==> src/rtl/pic_pkg.sv <==
// Shared definitions for the interrupt acknowledge sequencer: level count, vector width,
// spurious level, FSM state encoding and small level/priority helpers.
package pic_pkg;

    localparam int unsigned NUM_LEVELS     = 8;
    localparam int unsigned VECTOR_WIDTH   = 8;
    localparam logic [2:0]  SPURIOUS_LEVEL = 3'd7;

    typedef enum logic [1:0] {
        StIdle = 2'd0,
        StReq  = 2'd1,
        StAck1 = 2'd2,
        StAck2 = 2'd3
    } ack_state_t;

    // Rotation-relative priority: 0 is highest, the level right after lowest_level.
    function automatic logic [2:0] level_priority(input logic [2:0] level,
                                                  input logic [2:0] lowest_level);
        return level - lowest_level - 3'd1;
    endfunction

    // Encode a one-hot level mask; returns 0 for an all-zero mask.
    function automatic logic [2:0] onehot_to_level(input logic [NUM_LEVELS-1:0] onehot);
        logic [2:0] lvl;
        lvl = 3'd0;
        for (int i = 0; i < NUM_LEVELS; i++) begin
            if (onehot[i]) lvl = 3'(i);
        end
        return lvl;
    endfunction

endpackage

==> src/rtl/interrupt_ack_sequencer_if.sv <==
// Signal bundle between the sequencer and its surroundings (resolver, CPU bus, OCW logic).
// master: the sequencer itself; slave: the environment driving it.
interface interrupt_ack_sequencer_if;
    import pic_pkg::*;

    logic [NUM_LEVELS-1:0]   resolved_interrupt;
    logic                    inta_n;
    logic [4:0]              vector_base;
    logic                    auto_eoi;
    logic                    eoi_strobe;
    logic                    eoi_specific;
    logic                    rotate_on_eoi;
    logic [2:0]              eoi_level;
    logic                    int_out;
    logic [NUM_LEVELS-1:0]   in_service_register;
    logic [NUM_LEVELS-1:0]   highest_level_in_service;
    logic [NUM_LEVELS-1:0]   clear_irr;
    logic [VECTOR_WIDTH-1:0] vector_out;
    logic                    vector_oe;

    modport master (
        input  resolved_interrupt, inta_n, vector_base, auto_eoi,
               eoi_strobe, eoi_specific, rotate_on_eoi, eoi_level,
        output int_out, in_service_register, highest_level_in_service,
               clear_irr, vector_out, vector_oe
    );

    modport slave (
        output resolved_interrupt, inta_n, vector_base, auto_eoi,
               eoi_strobe, eoi_specific, rotate_on_eoi, eoi_level,
        input  int_out, in_service_register, highest_level_in_service,
               clear_irr, vector_out, vector_oe
    );

endinterface

==> src/rtl/isr_priority_finder.sv <==
// Finds the highest-priority set ISR bit under the current rotation and decides whether a
// candidate request outranks every in-service level.
module isr_priority_finder
    import pic_pkg::*;
(
    input  logic [NUM_LEVELS-1:0] isr,
    input  logic [2:0]            lowest_level,
    input  logic [NUM_LEVELS-1:0] candidate,
    output logic                  isr_any,
    output logic [2:0]            highest_level,
    output logic                  candidate_wins
);

    logic [2:0] lvl;
    logic [2:0] cand_level;

    // Walk from lowest to highest priority so the last hit is the highest-priority bit.
    always_comb begin
        highest_level = 3'd0;
        lvl           = 3'd0;
        for (int p = NUM_LEVELS - 1; p >= 0; p--) begin
            lvl = lowest_level + 3'(p) + 3'd1;
            if (isr[lvl]) highest_level = lvl;
        end
    end

    // Candidate must be strictly higher than every set ISR bit.
    always_comb begin
        isr_any        = |isr;
        cand_level     = onehot_to_level(candidate);
        candidate_wins = (|candidate) &&
                         (!isr_any ||
                          (level_priority(cand_level, lowest_level) <
                           level_priority(highest_level, lowest_level)));
    end

endmodule

==> src/rtl/interrupt_ack_sequencer.sv <==
// 8259-style interrupt acknowledge sequencer: raises INT, runs the two-pulse INTA cycle,
// drives the vector, and maintains ISR and rotation state under EOI commands.
// Optional auto-EOI is compiled in only when PIC_AUTO_EOI_EN is defined.
module interrupt_ack_sequencer #(
    parameter int unsigned NUM_LEVELS = 8
) (
    input logic                        clk,
    input logic                        rst_n,
    interrupt_ack_sequencer_if.master  bus
);
    import pic_pkg::*;

    if (NUM_LEVELS != 8) begin : g_num_levels_check
        $error("interrupt_ack_sequencer supports only NUM_LEVELS == 8");
    end

    ack_state_t  state_q;
    logic        inta_q;
    logic        int_out_q;
    logic [7:0]  isr_q;
    logic [2:0]  lowest_q;
    logic [7:0]  clear_irr_q;
    logic [7:0]  vector_out_q;
    logic        vector_oe_q;
    logic [2:0]  level_q;
    logic        spurious_q;

    logic        inta_fall;
    logic        inta_rise;
    logic        isr_any;
    logic [2:0]  highest_level;
    logic        candidate_wins;
    logic [2:0]  eoi_target;
    logic [7:0]  eoi_clr_mask;
    logic        eoi_rotate;
    logic [7:0]  ack_set_mask;
    logic        auto_clear;
    logic [7:0]  auto_clr_mask;
    logic        auto_rotate;

    assign inta_fall = inta_q & ~bus.inta_n;
    assign inta_rise = ~inta_q & bus.inta_n;

    isr_priority_finder u_finder (
        .isr            (isr_q),
        .lowest_level   (lowest_q),
        .candidate      (bus.resolved_interrupt),
        .isr_any        (isr_any),
        .highest_level  (highest_level),
        .candidate_wins (candidate_wins)
    );

`ifdef PIC_AUTO_EOI_EN
    assign auto_clear = (state_q == StAck2) && inta_rise && bus.auto_eoi && !spurious_q;
`else
    logic unused_auto;
    assign unused_auto = bus.auto_eoi ^ spurious_q;
    assign auto_clear  = 1'b0;
`endif
    assign auto_clr_mask = auto_clear ? (8'b1 << level_q) : 8'b0;
    assign auto_rotate   = auto_clear && bus.rotate_on_eoi;

    // EOI command decode; an empty ISR makes any EOI a no-op.
    always_comb begin
        eoi_target   = 3'd0;
        eoi_clr_mask = 8'b0;
        eoi_rotate   = 1'b0;
        if (bus.eoi_strobe && isr_any) begin
            eoi_target   = bus.eoi_specific ? bus.eoi_level : highest_level;
            eoi_clr_mask = 8'b1 << eoi_target;
            eoi_rotate   = bus.rotate_on_eoi;
        end
    end

    // Non-spurious first INTA sets the acknowledged bit.
    always_comb begin
        ack_set_mask = 8'b0;
        if (state_q == StReq && inta_fall) ack_set_mask = bus.resolved_interrupt;
    end

    // Acknowledge FSM with registered outputs, ISR and rotation state.
    always_ff @(posedge clk) begin
        if (!rst_n) begin
            state_q      <= StIdle;
            inta_q       <= 1'b1;
            int_out_q    <= 1'b0;
            isr_q        <= 8'b0;
            lowest_q     <= SPURIOUS_LEVEL;
            clear_irr_q  <= 8'b0;
            vector_out_q <= 8'b0;
            vector_oe_q  <= 1'b0;
            level_q      <= 3'd0;
            spurious_q   <= 1'b0;
        end else begin
            inta_q      <= bus.inta_n;
            clear_irr_q <= 8'b0;
            // Set wins over a clear of the same bit.
            isr_q       <= (isr_q & ~(eoi_clr_mask | auto_clr_mask)) | ack_set_mask;
            if (eoi_rotate) begin
                lowest_q <= eoi_target;
            end else if (auto_rotate) begin
                lowest_q <= level_q;
            end

            unique case (state_q)
                StIdle: begin
                    if (candidate_wins) begin
                        state_q   <= StReq;
                        int_out_q <= 1'b1;
                    end
                end
                StReq: begin
                    if (inta_fall) begin
                        int_out_q <= 1'b0;
                        state_q   <= StAck1;
                        if (|bus.resolved_interrupt) begin
                            level_q     <= onehot_to_level(bus.resolved_interrupt);
                            spurious_q  <= 1'b0;
                            clear_irr_q <= bus.resolved_interrupt;
                        end else begin
                            level_q    <= SPURIOUS_LEVEL;
                            spurious_q <= 1'b1;
                        end
                    end
                end
                StAck1: begin
                    if (inta_fall) begin
                        vector_out_q <= {bus.vector_base, level_q};
                        vector_oe_q  <= 1'b1;
                        state_q      <= StAck2;
                    end
                end
                StAck2: begin
                    if (inta_rise) begin
                        vector_oe_q <= 1'b0;
                        state_q     <= StIdle;
                    end
                end
                default: state_q <= StIdle;
            endcase
        end
    end

    assign bus.int_out                  = int_out_q;
    assign bus.in_service_register      = isr_q;
    assign bus.highest_level_in_service = 8'b1 << lowest_q;
    assign bus.clear_irr                = clear_irr_q;
    assign bus.vector_out               = vector_out_q;
    assign bus.vector_oe                = vector_oe_q;

endmodule

==> src/flat_wrapper.sv <==
// flat-port wrapper written by rule: the top's interface ports become plain ports
module interrupt_ack_sequencer_flat import pic_pkg::*;
#(
    parameter int unsigned NUM_LEVELS = 8
)
  (clk, rst_n, bus_resolved_interrupt, bus_inta_n, bus_vector_base, bus_auto_eoi, bus_eoi_strobe, bus_eoi_specific, bus_rotate_on_eoi, bus_eoi_level, bus_int_out, bus_in_service_register, bus_highest_level_in_service, bus_clear_irr, bus_vector_out, bus_vector_oe);
  interrupt_ack_sequencer_if bus_i ();
  input logic clk;
  input logic rst_n;
  input wire logic [$bits(bus_i.resolved_interrupt)-1:0] bus_resolved_interrupt;
  input wire logic [$bits(bus_i.inta_n)-1:0] bus_inta_n;
  input wire logic [$bits(bus_i.vector_base)-1:0] bus_vector_base;
  input wire logic [$bits(bus_i.auto_eoi)-1:0] bus_auto_eoi;
  input wire logic [$bits(bus_i.eoi_strobe)-1:0] bus_eoi_strobe;
  input wire logic [$bits(bus_i.eoi_specific)-1:0] bus_eoi_specific;
  input wire logic [$bits(bus_i.rotate_on_eoi)-1:0] bus_rotate_on_eoi;
  input wire logic [$bits(bus_i.eoi_level)-1:0] bus_eoi_level;
  output wire logic [$bits(bus_i.int_out)-1:0] bus_int_out;
  output wire logic [$bits(bus_i.in_service_register)-1:0] bus_in_service_register;
  output wire logic [$bits(bus_i.highest_level_in_service)-1:0] bus_highest_level_in_service;
  output wire logic [$bits(bus_i.clear_irr)-1:0] bus_clear_irr;
  output wire logic [$bits(bus_i.vector_out)-1:0] bus_vector_out;
  output wire logic [$bits(bus_i.vector_oe)-1:0] bus_vector_oe;
  assign bus_i.resolved_interrupt = bus_resolved_interrupt;
  assign bus_i.inta_n = bus_inta_n;
  assign bus_i.vector_base = bus_vector_base;
  assign bus_i.auto_eoi = bus_auto_eoi;
  assign bus_i.eoi_strobe = bus_eoi_strobe;
  assign bus_i.eoi_specific = bus_eoi_specific;
  assign bus_i.rotate_on_eoi = bus_rotate_on_eoi;
  assign bus_i.eoi_level = bus_eoi_level;
  assign bus_int_out = bus_i.int_out;
  assign bus_in_service_register = bus_i.in_service_register;
  assign bus_highest_level_in_service = bus_i.highest_level_in_service;
  assign bus_clear_irr = bus_i.clear_irr;
  assign bus_vector_out = bus_i.vector_out;
  assign bus_vector_oe = bus_i.vector_oe;
  interrupt_ack_sequencer #(.NUM_LEVELS(NUM_LEVELS)) u_core (.clk(clk), .rst_n(rst_n), .bus(bus_i));
endmodule
==> config.mk <==
export PLATFORM = sky130hd
export DESIGN_NAME = interrupt_ack_sequencer_flat
export DESIGN_NICKNAME = d
export VERILOG_FILES = /design/src/rtl/pic_pkg.sv /design/src/rtl/interrupt_ack_sequencer_if.sv /design/src/rtl/isr_priority_finder.sv /design/src/rtl/interrupt_ack_sequencer.sv /design/src/flat_wrapper.sv
export SDC_FILE = /design/constraint.sdc
export NUM_CORES = 1
export LEC_CHECK = 0
export BUFFER_PORTS_ARGS = -buffer_cell sky130_fd_sc_hd__buf_2
export CORE_MARGIN = 2
export CORE_UTILIZATION = 43
export DETAILED_ROUTE_END_ITERATION = 8
export SLEW_MARGIN = 20
export SYNTH_ARGS = -nofsm -noshare
export SYNTH_HDL_FRONTEND = slang
export SYNTH_SLANG_ARGS = --single-unit
==> constraint.sdc <==
create_clock -name clk -period 14.4 [get_ports clk]
set_input_delay 2.88 -clock clk [delete_from_list [all_inputs] [get_ports clk]]
set_output_delay 2.88 -clock clk [all_outputs]
set_load 0.01 [all_outputs]
==> reports/results.txt, run 1 <==
Worst-margin pin slew - 0.878 ns
DR pass1 iterations - 4
Post-synth ARST share - 0%
Synth top area share - 22.9%
CTS sink count - 35
Clk network pwr share - 17.0%
Synth Instances - 339
R2r startpoint - u_core.lowest_q[0]
Total Wirelength - 7920 um
Mean Syn Cell Area - 9.04 um^2
FILL cells - 713
Worst min-delay path category - flip-flop to flip-flop
Grt ovf - 0
Clock Skews - 0.00966 ns
CP max FO - 27
Total CTS buffers - 5
Layout cells sized above 1 - 27.2%
Critical path arrival - 5.86 ns
Design Power - 481 uW
H-tree depth - 2
Vias in the first global route - 2,594
Critical Path Sink Type - flip-flop
Post CTS Setup Buffer Count - 0
Seq/Total Area, Yosys - 22.9%
Die width - 88.4 um
Post-CTS Hold Fix Bufs - 0
P&R area growth vs syn - 12.0%
Post-synth cell types - 66
Die H - 88.4 um
P_sw - 209 uW
CTS resizes - 0
RSZ-0062 raised after global routing - no
CTS tree - done
Synth Flop Type - dfxtp_1
FMAX - 176 MHz
Antenna violations before repair - 0
Setup TNS - 0 ns
Sw frac - 43.4%
Internal power - 272 uW
Leakage - 0.00149 uW
Comb power frac - 55.9%
Drt wl/cell - 16.7 um
Most common cell after layout, fill and taps aside - buf_2
Syn Std Cell Area - 0.00307 mm^2
HPWL Detailed - 5740 um
Worst endpoint required time - 14.58 ns
Max transition margin - 41.4%
Post-layout nets - 417
Clk slew on worst S/H paths - 0.08 ns
Cell taking the most area after synthesis - dfxtp_1
ANT nets after route - 0
Antenna cells - 0
Max Root-Sink Buffers - 2
#FFs+latches synth - 35
IO Pins - 57
Main area contributors after synthesis - dfxtp_1, mux4_2, ha_1
P per Cell Area - 140 mW/mm^2
Max-cap violations - 0
Fin crit share - 39.5%
Pin count of the biggest net entering global routing - 28
DR vias - 2,792
Crit path time final - 5.69 ns
Port Buffer Count - 55
Fin. Hold Viols - 0
Kind of critical path - flip-flop to flip-flop
GPL Wtd Cong - 0.916
Slew Limit Fails - 0
Core box area - 0.00683 mm^2
Reg power frac - 27.1%
VDD IR max - 0.0000893 V
Total track usage - 21.1%
Crit. Startpoint - u_core.lowest_q[0]
Clock root buffer - clkbuf_8
FP Rows - 30
1st-iter DRT viols - 167
DIE AREA - 0.00782 mm^2
Status - finished, final reports clean
Hold_sp - u_core.bus.vector_out[6]
Clk_lat worst skew - 0.29 ns
Syn nets - 379
Initial Util - 44.9%
Synth warn - 0
Via/cell ratio - 5.89
Commonest non-fill, non-tap cells in the layout - buf_2, dfxtp_1, nand2_1, a21oi_1, inv_1
DR DRC count - 0
Crit path launch type - flip-flop
Setup Viol. Count Final - 0
First-pass GRT wire length - 13,000 um
Number of flops mapped to enable cells by yosys - 0
==> per-layer routing <==
metal	part of all wire, %	global-route usage, %
met2	46	32.9
met4	1.6	5.92
met5	0	0
met1	47	31.1
met3	5.6	2.33
==> kinds of logic (layout without fill, tap and decap cells) <==
kind of cell               count (synthesis)  after routing  synth area share (%)
adders and majority gates                 17             17                  7.43
buffers and inverters                     45             84                  7.06
xor gates and xnor gates                   7              7                  2.49
DFF                                       35             35                  22.9
AOI/OAI and AO/OA                         90             90                  21.0
and+or+nand+nor                          103            103                  16.8
muxes                                     42             42                  22.3
==> through the flow <==
stage               util (%)  hold WS (ns)  instances  setup WS [ns]  area (um^2)
floorplan                  -         0.440        339           9.07         3070
global placement        48.8         0.439        466           8.66         3330
detailed placement      48.8         0.446        466           8.67         3330
CTS                     50.3         0.457        474           8.71         3430
global route            50.3         0.487        474           8.21         3430
finish                  50.3         0.452        474           8.71         3430
==> cell usage after synthesis, drive strengths merged (6+ instances only) <==
master / count
dfxtp: 35
ha: 15
o21ai: 8
nor2: 15
mux2: 6
nand2b: 7
nand2: 34
buf: 10
inv: 18
clkbuf: 16
mux4: 18
a21oi: 32
o211ai: 8
and2: 13
nand3: 12
a31oi: 11
a211oi: 7
mux2i: 18
nor3: 6
==> path summary, 6_finish.rpt <==
path | endpoint | slack (ns) | cells past startpoint
max | u_core.state_q[1] | 8.71 | 20
min | u_core.bus.vector_out[6] | 0.45 | 2
max reg2reg | u_core.state_q[1] | 8.71 | 20
min reg2reg | u_core.bus.vector_out[6] | 0.45 | 2
==> registers in the layout, summed over array words and instances (netlist names) <==
name / count
u_core.bus.clear_irr: 8
u_core.bus.in_service_register: 8
u_core.bus.int_out: 1
u_core.bus.vector_oe: 1
u_core.bus.vector_out: 8
u_core.inta_q: 1
u_core.level_q: 3
u_core.lowest_q: 3
u_core.state_q: 2
==> critical path: stages (launching register included) <==
cell,delay [ns]
dfxtp_1,0.31
buf_4,0.33
inv_1,0.43
ha_1,0.43
buf_4,0.35
mux2i_1,0.28
mux4_2,0.53
a32o_1,0.32
o221a_2,0.29
o21bai_1,0.13
a21oi_1,0.10
ha_1,0.24
fa_1,0.41
xor2_1,0.16
xnor2_1,0.17
ha_1,0.28
a21oi_1,0.16
o21ai_0,0.13
a21oi_1,0.24
mux2i_1,0.21
nor2_1,0.05
==> power by group through the flow <==
stage	Combinational, uW	Sequential (uW)	Clock (uW)
global route	297	133	87.5
floorplan	227	122	0
CTS	270	130	83.8
global placement	266	131	0
detailed placement	268	132	0
finish	269	130	81.7
==> area by class of cell <==
cell class	instances	area, um^2	area share, %
inverters	19	71.3	2.08
clock inverters	1	7.51	0.219
clock buffers	7	96.3	2.81
repair buffers	57	290	8.45
flip-flops and latches	35	701	20.4
multi-input cells	259	2150	62.6
well taps	96	120	3.50
No activity file was read; power rests on OpenSTA's default activity.
==> run 2: changes to the inputs <==
- clock period: 14.4 -> 5.4 ns (I/O delays scaled with it)
==> reports/results.txt, run 2 (synthesized netlist as in run 1, its figures left out) <==
Port Buffer Count - 55 (unchanged)
Slew Limit Fails - 0 (unchanged)
DR DRC count - 0 (unchanged)
ANT nets after route - 0 (unchanged)
Total CTS buffers - 5 (unchanged)
Clk_lat worst skew - 0.30 ns (was 0.29 ns)
Initial Util - 44.9% (unchanged)
Internal power - 762 uW (was 272 uW)
1st-iter DRT viols - 202 (was 167)
Register area - 701 um^2 (unchanged)
Area of the multi-input gates - 0.00215 mm^2 (unchanged)
CTS resizes - 0 (unchanged)
VDD IR max - 0.000220 V (was 0.0000893 V)
HPWL Detailed - 6120 um (was 5740 um)
Most common cell after layout, fill and taps aside - buf_2 (unchanged)
Core box area - 0.00683 mm^2 (unchanged)
FMAX - 208 MHz (was 176 MHz)
GRT met3 Usage - 3.73% (was 2.33%)
Setup Viol. Count Final - 0 (unchanged)
Crit path time final - 4.80 ns (was 5.69 ns)
Critical path arrival - 4.98 ns (was 5.86 ns)
First-pass GRT wire length - 13,300 um (was 13,000 um)
Drt wl/cell - 17.1 um (was 16.7 um)
Clock Skews - 0.00454 ns (was 0.00966 ns)
Worst endpoint required time - 5.58 ns (was 14.58 ns)
P&R area growth vs syn - 14.8% (was 12.0%)
DR vias - 2,846 (was 2,792)
Antenna cells - 0 (unchanged)
Via/cell ratio - 5.88 (was 5.89)
Flop2flop setup slack - 0.60 ns (was 8.71 ns)
Die H - 88.4 um (unchanged)
Post-layout nets - 427 (was 417)
Die width - 88.4 um (unchanged)
Max-cap violations - 0 (unchanged)
Antenna violations before repair - 0 (unchanged)
Post CTS Setup Buffer Count - 0 (unchanged)
P per Cell Area - 378 mW/mm^2 (was 140 mW/mm^2)
Layout cells sized above 1 - 29.1% (was 27.2%)
Sw frac - 42.7% (was 43.4%)
FILL cells - 701 (was 713)
GPL Wtd Cong - 0.929 (was 0.916)
Crit path launch type - flip-flop (unchanged)
RSZ-0062 raised after global routing - no (unchanged)
Status - finished, final reports clean (unchanged)
Reg power frac - 23.9% (was 27.1%)
Max transition margin - 46.8% (was 41.4%)
DIE AREA - 0.00782 mm^2 (unchanged)
Worst min-delay path category - flip-flop to flip-flop (unchanged)
Kind of critical path - flip-flop to flip-flop (unchanged)
CTS sink count - 35 (unchanged)
Critical Path Sink Type - flip-flop (unchanged)
Hold slack - 0.453 ns (was 0.452 ns)
Worst-margin pin slew - 0.795 ns (was 0.878 ns)
Fin. Hold Viols - 0 (unchanged)
IO Pins - 57 (unchanged)
Setup TNS - 0 ns (unchanged)
Grt ovf - 0 (unchanged)
Clock root buffer - clkbuf_8 (unchanged)
Clk network pwr share - 18.3% (was 17.0%)
CP max FO - 21 (was 27)
Max Root-Sink Buffers - 2 (unchanged)
Total Wirelength - 8270 um (was 7920 um)
DR pass1 iterations - 4 (unchanged)
Commonest non-fill, non-tap cells in the layout - buf_2, dfxtp_1, nand2_1, a21oi_1, inv_1 (unchanged)
CTS tree - done (unchanged)
Global Route met2 Usage - 34.0% (was 32.9%)
Comb power frac - 57.8% (was 55.9%)
Pin count of the biggest net entering global routing - 26 (was 28)
Leakage - 0.00155 uW (was 0.00149 uW)
GR peak layer - met2 (unchanged)
Post-CTS Hold Fix Bufs - 0 (unchanged)
Fin crit share - 89.0% (was 39.5%)
H-tree depth - 2 (unchanged)
M1 GR Usage - 31.7% (was 31.1%)
P_sw - 569 uW (was 209 uW)
Total track usage - 22.0% (was 21.1%)
Clk slew on worst S/H paths - 0.08 ns (about the same)
FP Rows - 30 (unchanged)
Vias in the first global route - 2,645 (was 2,594)
run 2: final timing paths:
check	start	cells past startpoint	end
setup reg to reg	u_core.lowest_q[0]	17	u_core.state_q[1]
hold reg to reg	u_core.bus.vector_out[6]	2	u_core.bus.vector_out[6]
setup / recovery	u_core.lowest_q[0]	17	u_core.state_q[1]
hold / removal	u_core.bus.vector_out[6]	2	u_core.bus.vector_out[6]
run 2: layout make-up:
cell class,count,share of cell area (%)
tap,96,3.41
sequential,35,19.9
inverter,19,2.03
multi-input combinational,259,61.1
clock buffer,5,1.96
timing repair buffer,67,10.4
clock inverter,3,1.24
run 2: stage by stage:
| step | utilization [%] | power [uW] | instance area [um^2] | std cells | setup WS, ns |
|---|---|---|---|---|---|
| after floorplan | - | 930 | 3070 | 339 | 0.562 |
| after global placement | 49.9 | 1080 | 3410 | 476 | 0.630 |
| after detailed placement | 49.9 | 1090 | 3410 | 476 | 0.605 |
| after CTS | 51.5 | 1330 | 3520 | 484 | 0.586 |
| after global routing | 51.5 | 1430 | 3520 | 484 | 0.274 |
| final | 51.5 | 1330 | 3520 | 484 | 0.595 |
run 2: metal layers:
metal	share of wire, %	vias to the layer above
met2	45	101
li1	-	1349
met4	1.7	0
met1	47	1379
met5	0	-
met3	6.6	17
run 2: worst max-delay path, cell delays in order, from the launching register on:
cell	delay, ns
dfxtp_1	0.38
inv_1	0.07
ha_1	0.45
buf_4	0.37
mux4_2	0.56
and2_1	0.19
a21o_1	0.18
or4_4	0.55
o211ai_1	0.25
fa_1	0.42
inv_1	0.06
ha_1	0.21
a21o_1	0.15
a21oi_1	0.17
o21ai_0	0.13
a21oi_1	0.25
mux2i_1	0.22
nor2_1	0.05
run 2: power groups by stage:
stage | registers, uW | clock network (uW) | logic, uW
final | 318 | 244 | 770
after global routing | 321 | 258 | 848
after global placement | 323 | 0 | 759
after CTS | 317 | 249 | 768
after detailed placement | 324 | 0 | 765
after floorplan | 325 | 0 | 605
==> run 3: changes to the inputs <==
- CORE_UTILIZATION: 43 -> 53
- CTS_CLUSTER_SIZE: unset -> 14
- PLACE_DENSITY: unset -> 0.77
==> reports/results.txt, run 3 (synthesized netlist as in run 1, its figures left out) <==
Flop2flop setup slack - 0.53 ns (was 0.60 ns)
DIE AREA - 0.00641 mm^2 (was 0.00782 mm^2)
VDD IR max - 0.000216 V (was 0.000220 V)
Max-cap violations - 0 (unchanged)
Die H - 80.1 um (was 88.4 um)
P per Cell Area - 380 mW/mm^2 (was 378 mW/mm^2)
Status - finished, final reports clean (unchanged)
FMAX - 205 MHz (was 208 MHz)
Post-layout nets - 422 (was 427)
Kind of critical path - flip-flop to flip-flop (unchanged)
GR peak layer - met2 (unchanged)
Total CTS buffers - 5 (unchanged)
First-pass GRT wire length - 13,500 um (was 13,300 um)
DR vias - 2,901 (was 2,846)
DR pass1 iterations - 5 (was 4)
Clock root buffer - clkbuf_8 (unchanged)
Slowest-stage cell, CP - ha_1 (was mux4_2)
Bufs and invs on worst path - 2 (was 3)
HPWL Detailed - 5710 um (was 6120 um)
Fin. Hold Viols - 0 (unchanged)
Max transition margin - 47.2% (was 46.8%)
Leakage - 0.00151 uW (was 0.00155 uW)
Hold Path Depth - 2 (unchanged)
Vias in the first global route - 2,742 (was 2,645)
Fin crit share - 90.1% (was 89.0%)
Pin count of the biggest net entering global routing - 27 (was 26)
Initial Util - 55.3% (was 44.9%)
CTS tree - done (unchanged)
FP Rows - 27 (was 30)
Critical path arrival - 5.05 ns (was 4.98 ns)
Cell family with most CP delay - adder cells (was compound AO/OA/AOI/OAI gates)
Max incr delay on CP - 0.56 ns (about the same)
DR DRC count - 0 (unchanged)
Antenna cells - 0 (unchanged)
Layout cells sized above 1 - 28.2% (was 29.1%)
Die width - 80.1 um (was 88.4 um)
CTS resizes - 0 (unchanged)
Commonest non-fill, non-tap cells in the layout - buf_2, dfxtp_1, nand2_1, a21oi_1, inv_1 (unchanged)
Slew Limit Fails - 0 (unchanged)
Post-CTS Hold Fix Bufs - 0 (unchanged)
CTS sink count - 35 (unchanged)
Worst min-delay path category - flip-flop to flip-flop (unchanged)
Worst endpoint required time - 5.58 ns (about the same)
Crit path launch type - flip-flop (unchanged)
1st-iter DRT viols - 320 (was 202)
GRT met3 Usage - 4.16% (was 3.73%)
Critical Path Sink Type - flip-flop (unchanged)
Total Wirelength - 8090 um (was 8270 um)
Crit path time final - 4.87 ns (was 4.80 ns)
Port Buffer Count - 55 (unchanged)
Core box area - 0.00554 mm^2 (was 0.00683 mm^2)
H-tree depth - 2 (unchanged)
FILL cells - 492 (was 701)
Hold_sp - u_core.bus.vector_out[5] (was u_core.bus.vector_out[6])
IO Pins - 57 (unchanged)
Global Route met2 Usage - 41.5% (was 34.0%)
Setup TNS - 0 ns (unchanged)
Final Util - 62.0% (was 51.5%)
Drt wl/cell - 17.8 um (was 17.1 um)
Clk_lat worst skew - 0.30 ns (about the same)
Register-to-Register Path Depth - 19 (was 17)
GPL Wtd Cong - 0.929 (about the same)
ANT nets after route - 0 (unchanged)
Most common cell after layout, fill and taps aside - buf_2 (unchanged)
Worst-margin pin slew - 0.790 ns (was 0.795 ns)
Clock Skews - 0.0153 ns (was 0.00454 ns)
Post CTS Setup Buffer Count - 0 (unchanged)
M1 GR Usage - 38.2% (was 31.7%)
P&R area growth vs syn - 12.1% (was 14.8%)
Via/cell ratio - 6.38 (was 5.88)
RSZ-0062 raised after global routing - no (unchanged)
Total track usage - 26.8% (was 22.0%)
Worst hold path endpoint - u_core.bus.vector_out[5] (was u_core.bus.vector_out[6])
Max Root-Sink Buffers - 2 (unchanged)
Antenna violations before repair - 0 (unchanged)
Grt ovf - 0 (unchanged)
R2r startpoint - u_core.lowest_q[0] (unchanged)
CP max FO - 9 (was 21)
Cell Chain, Critical Path - inv_1, ha_1, buf_4, mux2_1, mux4_2, nor2_1, a211oi_1, nor3_1, a21oi_1, ha_1, fa_1, xor2_1, xnor2_1, ha_1, a21oi_1, o21ai_0, a21oi_1, mux2i_1, nor2_1 (was inv_1, ha_1, buf_4, mux4_2, and2_1, a21o_1, or4_4, o211ai_1, fa_1, inv_1, ha_1, a21o_1, a21oi_1, o21ai_0, a21oi_1, mux2i_1, nor2_1)
Clk slew on worst S/H paths - 0.09 ns (was 0.08 ns)
Worst R2R End - u_core.state_q[1] (unchanged)
Setup Viol. Count Final - 0 (unchanged)
[run 3: changes by cell type in the layout (fill, tap and decap cells not counted), sizes merged]
cell / change
buf: -5
bufinv: -1
clkbuf: +1
clkinv: -1
clkinvlp: +1
[run 3: how the worst max path moves through the flow]
| stage | from | end | slack (ns) | cells past startpoint |
|---|---|---|---|---|
| finish | u_core.lowest_q[0] | u_core.state_q[1] | 0.53 | 19 |
| CTS | u_core.lowest_q[0] | u_core.state_q[1] | 0.55 | 19 |
| floorplan | u_core.lowest_q[0] | u_core.state_q[1] | 0.56 | 22 |
| global route | u_core.lowest_q[0] | u_core.state_q[1] | 0.16 | 19 |
| detailed placement | u_core.lowest_q[0] | u_core.state_q[1] | 0.64 | 19 |
| global placement | u_core.lowest_q[0] | u_core.state_q[1] | 0.70 | 19 |
[run 3: worst min-delay path, cell delays in order (launching register included)]
cell and delay [ns]:
dfxtp_1 0.31, nand2_1 0.05, a21oi_1 0.05
[run 3: stage by stage]
stage	area (um^2)	cells	hold slack, ns	total power, uW	worst slack [ns]
2_1_floorplan	3070	339	0.440	930	0.562
3_3_place_gp	3340	447	0.439	1060	0.704
3_5_place_dp	3340	447	0.444	1080	0.636
4_1_cts	3440	455	0.455	1300	0.546
5_1_grt	3440	455	0.485	1400	0.158
6_report	3440	455	0.454	1300	0.533
[run 3: power by group]
| part | switching [uW] | leakage, uW | internal [uW] |
|---|---|---|---|
| logic | 429 | 0.00118 | 333 |
| registers | 41.7 | 0.000285 | 292 |
| clock network | 105 | 0.0000474 | 104 |
[run 3: layout make-up]
| class | count | area, um^2 | share of cell area, % |
|---|---|---|---|
| multi-input combinational | 259 | 2150 | 62.5 |
| sequential | 35 | 701 | 20.4 |
| tap | 72 | 90.1 | 2.62 |
| inverter | 19 | 71.3 | 2.07 |
| clock inverter | 2 | 16.3 | 0.473 |
| timing repair buffer | 62 | 328 | 9.54 |
| clock buffer | 6 | 82.6 | 2.40 |
[run 3: routing by layer]
| metal | share of wire [%] | routed length (um) | vias up |
|---|---|---|---|
| met5 | 0 | 0 | - |
| li1 | - | - | 1338 |
| met1 | 46 | 3760 | 1407 |
| met2 | 45 | 3640 | 133 |
| met4 | 2.1 | 167 | 0 |
| met3 | 6.4 | 521 | 23 |
